$ cat src/rtl/bpm_tx_link_arbiter.sv
// bpm_tx_link_arbiter
// Shares one Aurora BPM TX AXI stream among N_SRC packet sources.
// Round-robin arbitration happens per packet, and a grant is held until its
// tlast beat. Traffic is gated by auroraChannelUp. A packet that stalls, or
// that is cut by a channel drop, is drained to its tlast and dropped.
// One status strobe is issued per packet end, and the number of good packets
// is latched on every FA cycle strobe.
module bpm_tx_link_arbiter #(
   parameter int N_SRC      = 2,
   parameter int DATA_WIDTH = 32,
   parameter int TIMEOUT    = 255,
   localparam int GW        = (N_SRC > 1) ? $clog2(N_SRC) : 1
) (
   input  logic                        auroraUserClk,
   input  logic                        auroraUserRst_n,
   input  logic                        auroraChannelUp,
   input  logic                        auroraFAstrobe,
   input  logic [N_SRC*DATA_WIDTH-1:0] s_tdata,
   input  logic [N_SRC-1:0]            s_tvalid,
   input  logic [N_SRC-1:0]            s_tlast,
   output logic [N_SRC-1:0]            s_tready,
   output logic [DATA_WIDTH-1:0]       m_tdata,
   output logic                        m_tvalid,
   output logic                        m_tlast,
   input  logic                        m_tready,
   output logic [GW-1:0]               grantIndex,
   output logic                        statusStrobe,
   output logic [1:0]                  statusCode,
   output logic [15:0]                 faPacketCount
);

   typedef enum logic [1:0] {
      ST_IDLE  = 2'd0,
      ST_PASS  = 2'd1,
      ST_DRAIN = 2'd2
   } state_e;

   localparam logic [1:0]  CODE_SENT    = 2'd0;
   localparam logic [1:0]  CODE_CHAN    = 2'd1;
   localparam logic [1:0]  CODE_TIMEOUT = 2'd2;
   localparam logic [1:0]  CODE_FA      = 2'd3;
   localparam logic [15:0] IDLE_LIMIT   = 16'(TIMEOUT - 1);

   state_e                  state_q, state_d;
   logic [GW-1:0]           grant_q, grant_d;
   logic [GW-1:0]           rr_q, rr_d;
   logic [15:0]             idle_q, idle_d;
   logic [15:0]             ok_q, ok_d;
   logic [15:0]             fa_q, fa_d;
   logic [1:0]              pend_q, pend_d;
   logic                    strobe_q, strobe_d;
   logic [1:0]              code_q, code_d;

   logic [N_SRC-1:0]        grant_oh_s;
   logic [DATA_WIDTH-1:0]   sel_data_s;
   logic                    sel_valid_s;
   logic                    sel_last_s;
   logic                    beat_s;
   logic [GW-1:0]           next_ptr_s;
   logic                    ev_valid_s;
   logic [1:0]              ev_code_s;
   logic                    done_s;
   logic                    fa_mid_s;
   logic [2:0]              pend_sum_s;
   logic [15:0]             ok_inc_s;

   // First requester at or after ptr, wrapping cyclically.
   function automatic logic [GW-1:0] rr_pick(input logic [N_SRC-1:0] req,
                                             input logic [GW-1:0]    ptr);
      logic [GW-1:0] hi_sel;
      logic [GW-1:0] lo_sel;
      logic          hi_found;
      hi_sel   = '0;
      lo_sel   = '0;
      hi_found = 1'b0;
      for (int i = N_SRC - 1; i >= 0; i--) begin
         lo_sel   = req[i] ? GW'(i) : lo_sel;
         hi_sel   = (req[i] && (GW'(i) >= ptr)) ? GW'(i) : hi_sel;
         hi_found = hi_found | (req[i] && (GW'(i) >= ptr));
      end
      return hi_found ? hi_sel : lo_sel;
   endfunction

   // Increment that sticks at all-ones.
   function automatic logic [15:0] sat_inc(input logic [15:0] v, input logic inc);
      return (inc && (v != 16'hFFFF)) ? v + 16'd1 : v;
   endfunction

   // Multiplex the granted source onto internal select signals.
   always_comb begin
      grant_oh_s  = '0;
      sel_data_s  = '0;
      sel_valid_s = 1'b0;
      sel_last_s  = 1'b0;
      for (int i = 0; i < N_SRC; i++) begin
         grant_oh_s[i] = (grant_q == GW'(i));
         sel_data_s    = sel_data_s | ((grant_q == GW'(i)) ? s_tdata[i*DATA_WIDTH +: DATA_WIDTH]
                                                           : {DATA_WIDTH{1'b0}});
         sel_valid_s   = sel_valid_s | ((grant_q == GW'(i)) & s_tvalid[i]);
         sel_last_s    = sel_last_s  | ((grant_q == GW'(i)) & s_tlast[i]);
      end
   end

   // Drive the stream outputs and the per-source ready from the current state.
   always_comb begin
      m_tvalid = 1'b0;
      m_tdata  = '0;
      m_tlast  = 1'b0;
      s_tready = '0;
      case (state_q)
         ST_PASS: begin
            m_tvalid = sel_valid_s & auroraChannelUp;
            m_tdata  = sel_data_s;
            m_tlast  = sel_last_s;
            s_tready = grant_oh_s & {N_SRC{m_tready & auroraChannelUp}};
         end
         ST_DRAIN: begin
            s_tready = grant_oh_s;
         end
         default: begin
            s_tready = '0;
         end
      endcase
   end

   assign beat_s     = m_tvalid & m_tready;
   assign next_ptr_s = (grant_q == GW'(N_SRC - 1)) ? '0 : grant_q + GW'(1);

   // Next-state logic: arbitration, forwarding, timeout and abort events.
   always_comb begin
      state_d    = state_q;
      grant_d    = grant_q;
      rr_d       = rr_q;
      idle_d     = idle_q;
      ev_valid_s = 1'b0;
      ev_code_s  = CODE_SENT;
      done_s     = 1'b0;
      case (state_q)
         ST_IDLE: begin
            if (auroraChannelUp && (|s_tvalid)) begin
               grant_d = rr_pick(s_tvalid, rr_q);
               state_d = ST_PASS;
               idle_d  = 16'd0;
            end else begin
               state_d = ST_IDLE;
            end
         end
         ST_PASS: begin
            if (!auroraChannelUp) begin
               // Channel lost: nothing forwarded this cycle, drain the rest.
               state_d    = ST_DRAIN;
               ev_valid_s = 1'b1;
               ev_code_s  = CODE_CHAN;
            end else if (beat_s && sel_last_s) begin
               state_d    = ST_IDLE;
               rr_d       = next_ptr_s;
               ev_valid_s = 1'b1;
               ev_code_s  = CODE_SENT;
               done_s     = 1'b1;
               idle_d     = 16'd0;
            end else if (beat_s) begin
               idle_d = 16'd0;
            end else if (!sel_valid_s) begin
               if (idle_q >= IDLE_LIMIT) begin
                  state_d    = ST_DRAIN;
                  ev_valid_s = 1'b1;
                  ev_code_s  = CODE_TIMEOUT;
               end else begin
                  idle_d = idle_q + 16'd1;
               end
            end else begin
               // Source valid but sink back-pressuring: not a source stall.
               idle_d = idle_q;
            end
         end
         ST_DRAIN: begin
            if (sel_valid_s && sel_last_s) begin
               state_d = ST_IDLE;
               rr_d    = next_ptr_s;
            end else begin
               state_d = ST_DRAIN;
            end
         end
         default: begin
            state_d = ST_IDLE;
         end
      endcase
   end

   // Status strobe scheduling and per-FA-cycle packet accounting.
   always_comb begin
      fa_mid_s   = auroraFAstrobe & (state_q != ST_IDLE);
      pend_sum_s = {1'b0, pend_q} + {2'b00, fa_mid_s};
      ok_inc_s   = sat_inc(ok_q, done_s);
      if (auroraFAstrobe) begin
         fa_d = ok_inc_s;
         ok_d = 16'd0;
      end else begin
         fa_d = fa_q;
         ok_d = ok_inc_s;
      end
      if (ev_valid_s) begin
         // A packet-end strobe wins the slot; FA overrun waits its turn.
         strobe_d = 1'b1;
         code_d   = ev_code_s;
         pend_d   = (pend_sum_s > 3'd3) ? 2'd3 : pend_sum_s[1:0];
      end else if (pend_sum_s != 3'd0) begin
         strobe_d = 1'b1;
         code_d   = CODE_FA;
         pend_d   = 2'(pend_sum_s - 3'd1);
      end else begin
         strobe_d = 1'b0;
         code_d   = CODE_SENT;
         pend_d   = 2'd0;
      end
   end

   // FSM state, grant, round-robin pointer and stall counter registers.
   always_ff @(posedge auroraUserClk or negedge auroraUserRst_n) begin
      if (!auroraUserRst_n) begin
         state_q <= ST_IDLE;
         grant_q <= '0;
         rr_q    <= '0;
         idle_q  <= 16'd0;
      end else begin
         state_q <= state_d;
         grant_q <= grant_d;
         rr_q    <= rr_d;
         idle_q  <= idle_d;
      end
   end

   // Status and packet-count registers.
   always_ff @(posedge auroraUserClk or negedge auroraUserRst_n) begin
      if (!auroraUserRst_n) begin
         ok_q     <= 16'd0;
         fa_q     <= 16'd0;
         pend_q   <= 2'd0;
         strobe_q <= 1'b0;
         code_q   <= 2'd0;
      end else begin
         ok_q     <= ok_d;
         fa_q     <= fa_d;
         pend_q   <= pend_d;
         strobe_q <= strobe_d;
         code_q   <= code_d;
      end
   end

   assign grantIndex    = grant_q;
   assign statusStrobe  = strobe_q;
   assign statusCode    = code_q;
   assign faPacketCount = fa_q;

endmodule

$ cat config.mk
export PLATFORM = sky130hd
export DESIGN_NAME = bpm_tx_link_arbiter
export DESIGN_NICKNAME = d
export VERILOG_FILES = /design/src/rtl/bpm_tx_link_arbiter.sv
export SDC_FILE = /design/constraint.sdc
export NUM_CORES = 1
export LEC_CHECK = 0
export ABC_AREA = 1
export BUFFER_PORTS_ARGS = -buffer_cell sky130_fd_sc_hd__buf_2
export CAP_MARGIN = 20
export CORE_ASPECT_RATIO = 1.1
export CORE_MARGIN = 8
export CORE_UTILIZATION = 46
export CTS_CLUSTER_SIZE = 16
export DETAILED_ROUTE_END_ITERATION = 7
export PLACE_DENSITY = 0.77
export SETUP_SLACK_MARGIN = 0.5
export SLEW_MARGIN = 20
export SYNTH_ARGS = -nofsm -noshare
export SYNTH_HDL_FRONTEND = slang
export SYNTH_SLANG_ARGS = --single-unit
$ cat constraint.sdc
create_clock -name auroraUserClk -period 2 [get_ports auroraUserClk]
set_input_delay 0.4 -clock auroraUserClk [delete_from_list [all_inputs] [get_ports auroraUserClk]]
set_output_delay 0.4 -clock auroraUserClk [all_outputs]
set_load 0.01 [all_outputs]
* Word level (Yosys, flattened, before mapping)
Index checks and enable logic that the tools add are counted.
W data, S select, Z words.
** Word-level totals
- Bits of input ports :: 73
- Output and inout port bits :: 56
- Word-level logic and storage cells :: 115
- Register bits after elaboration :: 57
** Cells by class
- Equal/unequal tests :: 12
- Add/sub/neg operators :: 5
- Muxes and demuxes :: 55
- Magnitude comparators :: 4
- Reduce and logical (&&, ||, !) cells :: 16
- Bitwise operators :: 14
** Operator list (count)
- $mux W16 :: 8
- $mux W32 :: 3
- $mux W2 :: 17
- $add A16 B1 Y16 const B :: 2
- $or A32 B32 Y32 :: 1
- $pmux W16 S2 :: 1
- $mux W1 :: 23
- $ne A4 B4 Y1 const B :: 5
- $ge A16 B8 Y1 const B :: 1
- $ne A16 B16 Y1 const B :: 1
- $and A1 B1 Y1 :: 8
- $ne A2 B2 Y1 const B :: 4
- $logic_and A1 B1 Y1 :: 6
- $pmux W2 S3 :: 1
- $reduce_bool A2 Y1 :: 3
- $reduce_and A5 Y1 :: 1
- $pmux W2 S2 :: 1
- $reduce_and A4 Y1 :: 1
- $add A2 B1 Y3 :: 1
- $gt A3 B2 Y1 const B :: 1
- $or A1 B1 Y1 :: 3
- $reduce_and A3 Y1 :: 1
- $reduce_bool A3 Y1 :: 1
- $and A2 B2 Y2 :: 1
- other kinds (10) :: 11

* Depth between registers and ports, before layout
- Depth in word-level cells :: 13
- Mapped depth :: 12
- Depth with buffers taken out :: 11

* Worst setup path before layout
No wires, ideal clock.
- Path type :: input to register
- Start point :: in auroraFAstrobe
- End point :: reg code_q[1] (netlist: statusCode[1])
- Library setup time :: 128 ps
- Arrival time :: 1805 ps
- Required time :: 1872 ps
- Cell stages on the path :: 11
- Buffers on the path :: 1
- Slack :: 67 ps
- Path through :: clkinv_1 > clkbuf_1 > nor2_1 > ha_1 > ha_1 > nor2_1 > inv_1 > nor2_1 > inv_1 > nand2_1 > o21ai_0
** Between the ends
- Cells in the longest elaborated chain, start to end :: 5
** RTL lines
- from (decl) :: line 17 : input logic auroraFAstrobe,
- $and A1 B1 Y1 :: line 192 : fa_mid_s = auroraFAstrobe & (state_q != ST_IDLE);
- $add A2 B1 Y3 :: line 193 : pend_sum_s = {1'b0, pend_q} + {2'b00, fa_mid_s};
- $reduce_bool A3 Y1 :: line 207 : end else if (pend_sum_s != 3'd0) begin
- $mux W2 :: line 207
- $mux W2 :: line 202 : if (ev_valid_s) begin
- net code_d[1] :: line 52 : logic [1:0] code_q, code_d;
- to (signal assigned) :: line 246 : code_q <= code_d;
- to (decl) :: line 52
The timed path passes the listed nets, and every way through them passes these cells.
A chain may end at the register's enable or synchronous reset.

* Final worst setup path
- Start point :: reg state_q[1]
- End point :: out m_tdata[18]
** Between the ends
- Cells in the longest elaborated chain, start to end :: 2
** RTL lines
- from (decl) :: line 44 : state_e state_q, state_d;
- from (signal assigned) :: line 226 : state_q <= state_d;
- $eq A2 B1 Y1 :: line 110 : case (state_q)
- $mux W32 :: line 110
- to (decl) :: line 22 : output logic [DATA_WIDTH-1:0] m_tdata,
Every way passes these cells.

==> flow_summary.ini <==
[power_and_ir_drop]
switchingPower_mw = 2.18
seqPwrFrac_pct = 25.2
ir_drop_v = 0.000443
leakagePower_nw = 2.97
power_density_mw_per_mm2 = 902
p_int_mw = 3.10
switching_share_pct = 41.3
clkPwrFrac_pct = 21.1
p_comb_share_pct = 53.7

[global_routing]
grt_usage_pct = 23.8
grt_pass1_wl_mm = 21.0
grt_max_degree = 34
grt_pass1_vias = 4620
antenna_found_initial = 1
overflow = 0

[synthesis]
seq_area_frac_synth_pct = 38.5
ys.flop_type = dfrtp_1
async_reset_ff_share_pct = 100
ys_ff_latch = 57
post-synth-top-area-cell = dfrtp_1
syn_avg_cell_area_um2 = 6.77
synth_most_common_cell = nand2_1
synth_area_mm2 = 0.00370
yosys-top-cells-area = dfrtp_1 (39%), nand2_1 (16%), nor2_1 (12%)
syn_inst = 547
synthesis.nets = 629
synth_top_area_share_pct = 38.5
synth_commonest_cells = nand2_1 (155), nor2_1 (116), dfrtp_1 (57)
synth_cell_types = 31
yosysWarnings = 0
synth-edff-count = 0

[detailed_routing]
route.vias.total = 4445
routed_wl_mm = 14.0
drtIter0Drc = 160
vias_per_cell = 5.28
ant_nets = 0
drt_pass1_iterations = 5
routedWlPerCell_um = 16.6
drc = 0

[timing]
hold_violations = 0
drv_slew = 0
max_freq_mhz = 489
rsz0062_at_grt = true
skew_ps = 15.1
final-setup-viol-count = 8
tightest_slew_ps = 429
fin_ws_ps = -44.3
fin_crit_sh_pct = 102
relSlewSlack_pct = 71.1
period_needed_ps = 2040

[outcome]
failed_checks = setup timing
status = finished with violations

[setup_path]
crit_type = flip-flop to output pin
crit_arrival_ps = 1640
r2r_end = faPacketCount[8]
r2r-start = state_q[1]
reg2reg_depth = 12
start_kind = flip-flop
cp_max_fo = 7
endpoint_kind = output pin
r2r_slack_ps = 20
worstPathRequired_ps = 1600

[place]
placed_cell_area_mm2 = 0.00460
place_worst_setup_slack_ps = 107
port_buffers = 128
place_hpwl_mm = 8.31
gp_congestion = 0.941

[clocking]
cts.root.buffer_cell = clkbuf_8
clk_pin_slew_ps = 70
cts_hold_buf = 0
clk_latency_ps = 340
cts_tree = done
cts-htree-levels = 3
cts_made_buffers = 9
cts_sinks = 57
cts_buffer_depth = 2

[layout]
drive_above_1_share_pct = 48.7
postLayoutCoreUtil_pct = 74.4
multi_input_area_mm2 = 0.00266
nNetsFinal = 810
area_growth_pct = 58.2
seqCellArea_mm2 = 0.00143
final_area_mm2 = 0.00586
fill_cells = 538

[floorplan]
row_count = 34
core_mm2 = 0.00787
die_h_um = 110
start_util_pct = 47.0
die_area_mm2 = 0.0112
ios = 129
die_x_um = 102

[run]
maxCapViolations = 0

[worst_hold_path]
min_path_type = input pin to async pin
==> metal layers <==
metal,routed length (um),global-route usage [%]
met1,4950,23.2
met2,7320,44.0
met3,1100,6.41
met4,619,14.5
met5,0,0
==> layout by cell type, fill, tap and decap left out, types with 3 or more instances in the layout <==
cell,synthesis,routed
buf_2,1,126
nor2_1,116,101
o21ai_0,45,19
o21ai_2,2,13
buf_6,4,17
inv_2,1,8
nand2_1,155,122
o21ai_4,0,5
clkinv_2,0,3
nand3_1,37,11
nand3_4,1,7
nand2_2,14,37
clkbuf_8,0,11
ha_4,0,5
buf_4,2,33
o21ai_1,1,12
ha_1,9,3
dfrtp_1,57,55
xor2_1,3,3
or2_4,0,3
nand2_4,1,10
nor2_2,0,9
a21oi_1,16,4
inv_1,42,34
nor2_4,4,13
a21oi_2,1,12
buf_12,0,5
nand4_1,8,8
nand3_2,1,22
==> area by class of cell <==
cell class | count | area share [%]
flip-flops and latches | 57 | 24.4
diodes | 1 | 0.0427
repair buffers | 184 | 21.1
clock inverters | 5 | 0.919
well taps | 108 | 2.31
multi-input cells | 430 | 45.4
clock buffers | 11 | 2.58
inverters | 46 | 3.25
==> critical path, cell delays in order (launching register included) <==
cell and delay [ps]:
dfrtp_1 410, inv_2 110, ha_4 200, buf_12 120
clkbuf_16 160, o21ai_2 60, nor2_1 110, buf_2 140
==> power by group through the flow <==
stage | registers (mW) | clock network (mW) | logic, mW
3_3_place_gp | 1.35 | 0 | 1.67
5_1_grt | 1.34 | 1.18 | 3.04
3_5_place_dp | 1.36 | 0 | 1.72
6_report | 1.33 | 1.11 | 2.84
2_1_floorplan | 1.34 | 0 | 1.25
4_1_cts | 1.33 | 1.12 | 2.45
==> flip-flops by register name, indices dropped and copies added, names as in the netlist <==
| signal | flops |
|---|---|
| faPacketCount | 16 |
| grantIndex | 1 |
| idle_q | 16 |
| ok_q | 16 |
| pend_q | 2 |
| rr_q | 1 |
| state_q | 2 |
| statusCode | 2 |
| statusStrobe | 1 |
==> how the worst max path moves through the flow <==
stage,startpoint,end
3_5_place_dp,ok_q[9],faPacketCount[1]
5_1_grt,state_q[1],m_tdata[18]
4_1_cts,state_q[1],m_tdata[14]
2_1_floorplan,state_q[1],statusCode[1]
3_3_place_gp,state_q[0],statusCode[1]
6_report,state_q[1],m_tdata[18]
==> cell families after synthesis <==
group | after synthesis | share of synthesized area [%]
AO/OA/AOI/OAI | 69 | 9.90
XOR/XNOR | 3 | 0.710
buffers and inverters | 65 | 7.77
flip-flops | 57 | 38.5
AND/OR/NAND/NOR | 344 | 40.0
adder cells (fa/ha/maj) | 9 | 3.04
==> what timing repair did <==
| item | 4_1_cts | 5_1_grt |
|---|---|---|
| setup buffers | 30 | 10 |
| pin swaps | 50 | 58 |
| resized for setup | 110 | 68 |
| cloned | 6 | 1 |
| setup endpoints to repair | 93 | 93 |
==> stage by stage <==
| stage | instances | hold WS [ps] | power, mW | setup TNS [ps] |
|---|---|---|---|---|
| after floorplan | 547 | 104 | 2.59 | 0 |
| after global placement | 778 | 432 | 3.02 | 0 |
| after detailed placement | 778 | 430 | 3.08 | 0 |
| after CTS | 830 | 64.3 | 4.90 | 0 |
| after global routing | 841 | 80.8 | 5.56 | -2230 |
| final | 842 | 58.4 | 5.28 | -183 |
No activity file was read; power rests on OpenSTA's default activity.
